`src/rtl/alu_issuer.sv`:
```
// ---------------------------------------------------------------------------
// alu_issuer
//   Controller that feeds a 4-bit combinational ALU. It accepts register-based
//   instructions over a valid/ready port, reads the operands from a small
//   internal register file, drives A/B/op to the ALU and, one cycle later,
//   captures the ALU result, writes it back and reports completion.
//
//   Sequence: IDLE --accept--> ISSUE --capture--> WRBACK --> IDLE
//   (one instruction every 3 cycles; the result appears with res_valid two
//   cycles after the accepting edge).
//
// Ports
//   clk, rst_n           clock, asynchronous active-low reset
//   instr_valid/ready    instruction handshake
//   instr_op             ALU opcode
//   instr_src_a/src_b    operand register indices
//   instr_dst            destination register index
//   ld_en/addr/data      direct register load (any state)
//   rd_addr, rd_data     combinational register readback
//   alu_a, alu_b, alu_op operands/opcode to the ALU (hold outside ISSUE)
//   alu_result           combinational ALU output
//   res_valid            one-cycle pulse on writeback
//   res_data, res_dst    last written-back value and its destination
//   busy                 FSM is not in IDLE
//   done_count           completed instructions, saturating
//
// Optional feature (macro ALU_ISSUER_FLAGS_EN)
//   res_zero, res_carry  flags registered together with res_data
// ---------------------------------------------------------------------------
module alu_issuer #(
  parameter int DATA_W = 4,
  parameter int REG_AW = 2,
  parameter int CNT_W  = 8
) (
  input  logic              clk,
  input  logic              rst_n,
  input  logic              instr_valid,
  output logic              instr_ready,
  input  logic [2:0]        instr_op,
  input  logic [REG_AW-1:0] instr_src_a,
  input  logic [REG_AW-1:0] instr_src_b,
  input  logic [REG_AW-1:0] instr_dst,
  input  logic              ld_en,
  input  logic [REG_AW-1:0] ld_addr,
  input  logic [DATA_W-1:0] ld_data,
  input  logic [REG_AW-1:0] rd_addr,
  output logic [DATA_W-1:0] rd_data,
  output logic [DATA_W-1:0] alu_a,
  output logic [DATA_W-1:0] alu_b,
  output logic [2:0]        alu_op,
  input  logic [DATA_W-1:0] alu_result,
  output logic              res_valid,
  output logic [DATA_W-1:0] res_data,
  output logic [REG_AW-1:0] res_dst,
`ifdef ALU_ISSUER_FLAGS_EN
  output logic              res_zero,
  output logic              res_carry,
`endif
  output logic              busy,
  output logic [CNT_W-1:0]  done_count
);

  localparam int NREG = 2 ** REG_AW;

  typedef enum logic [1:0] {IDLE, ISSUE, WRBACK} state_t;

  state_t            state;
  logic [DATA_W-1:0] regs [NREG];
  logic [REG_AW-1:0] dst;
  logic              wb_en;

  assign instr_ready = (state == IDLE);
  assign busy        = (state != IDLE);
  assign wb_en       = (state == ISSUE);
  assign rd_data     = regs[rd_addr];

  // Register file. The ISSUE-edge writeback takes priority over a direct
  // load to the same address; loads to other addresses proceed in parallel.
  always_ff @(posedge clk or negedge rst_n) begin
    if (!rst_n) begin
      for (int i = 0; i < NREG; i++) regs[i] <= '0;
    end else begin
      for (int i = 0; i < NREG; i++) begin
        if (wb_en && dst == REG_AW'(i))
          regs[i] <= alu_result;
        else if (ld_en && ld_addr == REG_AW'(i))
          regs[i] <= ld_data;
      end
    end
  end

`ifdef ALU_ISSUER_FLAGS_EN
  // Carry/borrow derived from the latched operands, one bit wider than data.
  logic [DATA_W:0] sum_ext;
  logic            carry_calc;

  assign sum_ext = {1'b0, alu_a} + {1'b0, alu_b};

  always_comb begin
    carry_calc = 1'b0;
    case (alu_op)
      3'b000:  carry_calc = sum_ext[DATA_W];
      3'b001:  carry_calc = (alu_a < alu_b);
      default: carry_calc = 1'b0;
    endcase
  end

  always_ff @(posedge clk or negedge rst_n) begin
    if (!rst_n) begin
      res_zero  <= 1'b0;
      res_carry <= 1'b0;
    end else if (wb_en) begin
      res_zero  <= (alu_result == '0);
      res_carry <= carry_calc;
    end
  end
`endif

  // Control FSM with registered outputs.
  always_ff @(posedge clk or negedge rst_n) begin
    if (!rst_n) begin
      state      <= IDLE;
      dst        <= '0;
      alu_a      <= '0;
      alu_b      <= '0;
      alu_op     <= '0;
      res_valid  <= 1'b0;
      res_data   <= '0;
      res_dst    <= '0;
      done_count <= '0;
    end else begin
      res_valid <= 1'b0;
      case (state)
        IDLE: begin
          // Operand snapshot: a load landing on this same edge is not seen.
          if (instr_valid) begin
            alu_a  <= regs[instr_src_a];
            alu_b  <= regs[instr_src_b];
            alu_op <= instr_op;
            dst    <= instr_dst;
            state  <= ISSUE;
          end
        end
        ISSUE: begin
          res_data  <= alu_result;
          res_dst   <= dst;
          res_valid <= 1'b1;
          // Counter updates on entry to WRBACK so it is current while
          // res_valid is high.
          if (done_count != {CNT_W{1'b1}})
            done_count <= done_count + 1'b1;
          state <= WRBACK;
        end
        WRBACK: begin
          state <= IDLE;
        end
        default: begin
          state <= IDLE;
        end
      endcase
    end
  end

endmodule

```
`config.mk`:
```
export PLATFORM = sky130hd
export DESIGN_NAME = alu_issuer
export DESIGN_NICKNAME = d
export VERILOG_FILES = /design/src/rtl/alu_issuer.sv
export SDC_FILE = /design/constraint.sdc
export NUM_CORES = 1
export LEC_CHECK = 0
export CAP_MARGIN = 10
export CORE_UTILIZATION = 44
export CTS_CLUSTER_DIAMETER = 150
export DETAILED_ROUTE_END_ITERATION = 8
export GPL_TIMING_DRIVEN = 0
export PLACE_DENSITY_LB_ADDON = 0.3
export SLEW_MARGIN = 40
export SYNTH_ARGS = -nofsm -noshare
export SYNTH_HDL_FRONTEND = slang
export SYNTH_SLANG_ARGS = --single-unit
export TNS_END_PERCENT = 10
```
`constraint.sdc`:
```
create_clock -name clk -period 1.4 [get_ports clk]
set_input_delay 0.14 -clock clk [delete_from_list [all_inputs] [get_ports clk]]
set_output_delay 0.14 -clock clk [all_outputs]
set_load 0.01 [all_outputs]
```
==> results of run 1 <==
## area by class of cell
cell class                      instances  share of cell area
Clock buffer                            7             0.02328
Tap cell                               67             0.02557
Sequential cell                        46              0.3515
Buffer                                  2            0.009542
Timing Repair Buffer                   81              0.2374
Multi-Input combinational cell        128              0.3450
Inverter                                4            0.007634
## stage by stage
stage	total power (W)	cell area (um^2)	std cells
floorplan	0.003349	2278	181
global route	0.005927	3278	335
finish	0.005580	3278	335
detailed placement	0.004414	2940	305
CTS	0.005399	3133	328
global placement	0.004346	2923	304
## state kept, by name, summed over array words and instances (netlist names)
name	count
dst	2
done_count	8
res_data	4
res_dst	2
regs	16
state	2
res_valid	1
alu_a	4
alu_b	4
alu_op	3
## cells by family (layout without fill, tap and decap cells)
family          count (synthesis)  after routing  synth area share
compound gates                 19             19           0.04187
fa+ha+maj                       1              1          0.005509
mux                            44             44            0.2837
flops                          46             46            0.5069
xor+xnor                        4              4           0.01543
simple gates                   60             60            0.1262
buf+inv                         7             94           0.02038
## worst max path at each step
stage	start	to	slack, ps	cells past startpoint
floorplan	state[1]$_DFFE_PN0P_	alu_a[2]$_DFFE_PN0P_	-80	6
global placement	rst_n	res_data[1]$_DFFE_PN0P_	-1070	1
detailed placement	rd_addr[0]	rd_data[2]	-580	3
CTS	state[1]$_DFFE_PN0P_	alu_op[0]$_DFFE_PN0P_	-130	6
global route	regs[3]$_DFFE_PN0P_	rd_data[3]	-110	2
finish	state[0]$_DFFE_PN0P_	alu_op[2]$_DFFE_PN0P_	-70	5
## power breakdown
group	leakage, nW	total, W	switching (W)	internal [W]
combinational	0.926	0.00259	0.000970	0.00162
clock	0.0383	0.000759	0.000414	0.000344
sequential	0.557	0.00223	0.000392	0.00184
total	1.52	0.00558	0.00178	0.00380
## per-layer routing
layer | wire, um | vias up
met4 | 60 | 0
met1 | 2411 | 863
li1 | - | 824
met5 | 0 | -
met3 | 286 | 8
met2 | 2457 | 69
## cells in the mapped netlist
| master | instances |
|---|---|
| a21oi_1 | 6 |
| and2_1 | 1 |
| buf_2 | 1 |
| buf_6 | 1 |
| buf_8 | 1 |
| dfrtp_1 | 46 |
| ha_1 | 1 |
| inv_1 | 2 |
| inv_2 | 2 |
| mux2_1 | 3 |
| mux2_2 | 4 |
| mux2_4 | 9 |
| mux2i_1 | 16 |
| mux4_2 | 12 |
| nand2_1 | 33 |
| nand2b_1 | 1 |
| nand3_1 | 4 |
| nand3b_1 | 3 |
| nand4_1 | 3 |
| nor2_1 | 8 |
| nor2_2 | 1 |
| nor3_1 | 1 |
| nor3_2 | 1 |
| nor3b_2 | 2 |
| o21ai_1 | 13 |
| or2_1 | 2 |
| xnor2_1 | 2 |
| xor2_1 | 2 |
## cells in the final DEF, fill, tap and decap left out, drive strengths merged, types with 2 or more instances in the layout
| cell type | n |
|---|---|
| nor3 | 2 |
| inv | 4 |
| clkdlybuf4s50 | 38 |
| o21ai | 13 |
| or2 | 2 |
| dfrtp | 46 |
| mux2i | 16 |
| nor3b | 2 |
| dlygate4sd2 | 9 |
| xor2 | 2 |
| nand4 | 3 |
| dlymetal6s2s | 2 |
| nand2 | 33 |
| nor2 | 9 |
| a21oi | 6 |
| nand3b | 3 |
| mux2 | 16 |
| mux4 | 12 |
| clkbuf | 9 |
| nand3 | 4 |
| buf | 30 |
| xnor2 | 2 |
## worst max-delay path, cell delays in order (launching register included)
cell	delay [ps]
dfrtp_1	400
or2_4	270
inv_4	50
and2_4	180
clkbuf_16	160
mux2_4	290
## timing repair
item                                   CTS  global route
resized for setup                       34            20
setup endpoints to repair               35            42
gates cloned                             0             1
hold buffers                             1             0
endpoints found under the hold margin   46             0
setup buffers                           15             7
pin swaps                                1             3
==> impl_metrics.tcl, run 1 <==
set metrics [dict create \
    status "finished with violations" \
    failing_checks "setup timing" \
    cts_buffer_depth 2 \
    globalplace.congestion 0.7534 \
    critical_path_required_ps 1580 \
    clkSlewWorstSetupHoldPaths_ps 80 \
    area_fraction_of_the_dominant_cell_type_after_synthesis 0.5069 \
    hold_violations 0 \
    synthesis.area_per_instance_um2 12.55 \
    worstSkewPairLatency_ps 300 \
    cts_buffers 5 \
    dieWidth_um 73.84 \
    drtAntennaViolNets 0 \
    first_iter_violations 85 \
    finalSetupViolations 18 \
    wl_per_cell_um 15.57 \
    ff2ff_setup_slack_ps -70 \
    grt.total_usage 0.2072 \
    power.ir.vdd_worst_mv 0.9211 \
    core_area_mm2 0.004848 \
    drt_pre_antenna_iters 4 \
    clock_tree.htree_level_count 2 \
    grt_antenna_before_repair 0 \
    finalWirelength_um 5215 \
    cts-root-buf "clkbuf_8" \
    hold_class "input pin to asynchronous set/reset pin" \
    io_pins 57 \
    worstSetupEndpointType "flip-flop" \
    ys_types 28 \
    register_bit_total_from_synthesis 46 \
    first_pass_grt_wire_length_um 8376 \
    top_fanout_value_on_the_critical_path 5 \
    design.final.nets 294 \
    setup_total_negative_slack_ps -806.0 \
    drive_above_1_share 0.2836 \
    hold_slack_ps 232.8 \
    final-max-slew-violation-count 0 \
    p_leak_nw 1.521 \
    clock-skew-final_ps 8.524 \
    buffer_ports.inserted 56 \
    final.fill_count 389 \
    antenna-diode-count 0 \
    rsz_0062_raised_after_global_routing "true" \
    multi_input_comb_area_mm2 0.001131 \
    pin_count_of_the_biggest_net_entering_global_routing 36 \
    regArea_mm2 0.001152 \
    grt_pass1_vias 1725 \
    finalCritPeriodShare 1.052 \
    fin_crit_ps 1473 \
    met1_usage 0.2844 \
    critPathArrivalTime_ps 1650 \
    post-dp-hpwl_um 3550 \
    post-route-util 0.6761 \
    startpoint_type "flip-flop" \
    clock_sink_count 46 \
    syn2layout_area_growth_pct 44.35 \
    critical_path.reg2reg.endpoint "alu_op[2]$_DFFE_PN0P_" \
    synthesized_net_count 207 \
    starting_utilization_of_the_core_area 0.4684 \
    slew_at_the_pin_with_the_worst_max_slew_slack_ps 431.4 \
    synthesis.instances 181 \
    globalRouteMet2Util 0.3313 \
    slew_headroom 0.7112 \
    post_synth_top_area_cell "dfrtp_1" \
    netlist_area_mm2 0.002271 \
    floorplan.die_area_mm2 0.005452 \
    maxClockFrequency_ghz 0.6788 \
    yosysWarnings 0 \
    regToRegStartpoint "state[0]$_DFFE_PN0P_" \
    synth.top_cells.by_area "dfrtp_1 51%, mux4_2 12%, mux2i_1 7.1%, mux2_4 6.0%, nand2_1 5.5%" \
    drt-vias-per-instance 5.266 \
    post_placement_setup_slack_ps -581.1 \
    globalRouteMet3Util 0.04801 \
    row_count 25 \
    max_cap_violations 0 \
    num_vias 1764 \
    grt_busiest_layer "met2" \
    power_density_over_cell_area_mw_per_mm2 1702 \
    globalRouteOverflowTotal 0 \
    die-height_um 73.84 \
    worstSetupPathType "flip-flop to flip-flop" \
    cts_tree "built" \
    drcViolationCount 0 \
    reg2regPathDepth 5 \
    fin_ws_ps -73.25 \
    ys_seq_area_frac 0.5069 \
]
(Power assumes the default switching activity.)
==> run 2, diff against run 1 <==
--- a/config.mk
+++ b/config.mk
@@ -7,7 +7,7 @@
 export LEC_CHECK = 0
 export CAP_MARGIN = 10
 export CORE_UTILIZATION = 44
-export CTS_CLUSTER_DIAMETER = 150
+export CTS_CLUSTER_DIAMETER = 80
 export DETAILED_ROUTE_END_ITERATION = 8
 export GPL_TIMING_DRIVEN = 0
 export PLACE_DENSITY_LB_ADDON = 0.3
==> results of run 2 <==
The final DEF is identical to that of run 1; final timing and power are the same.
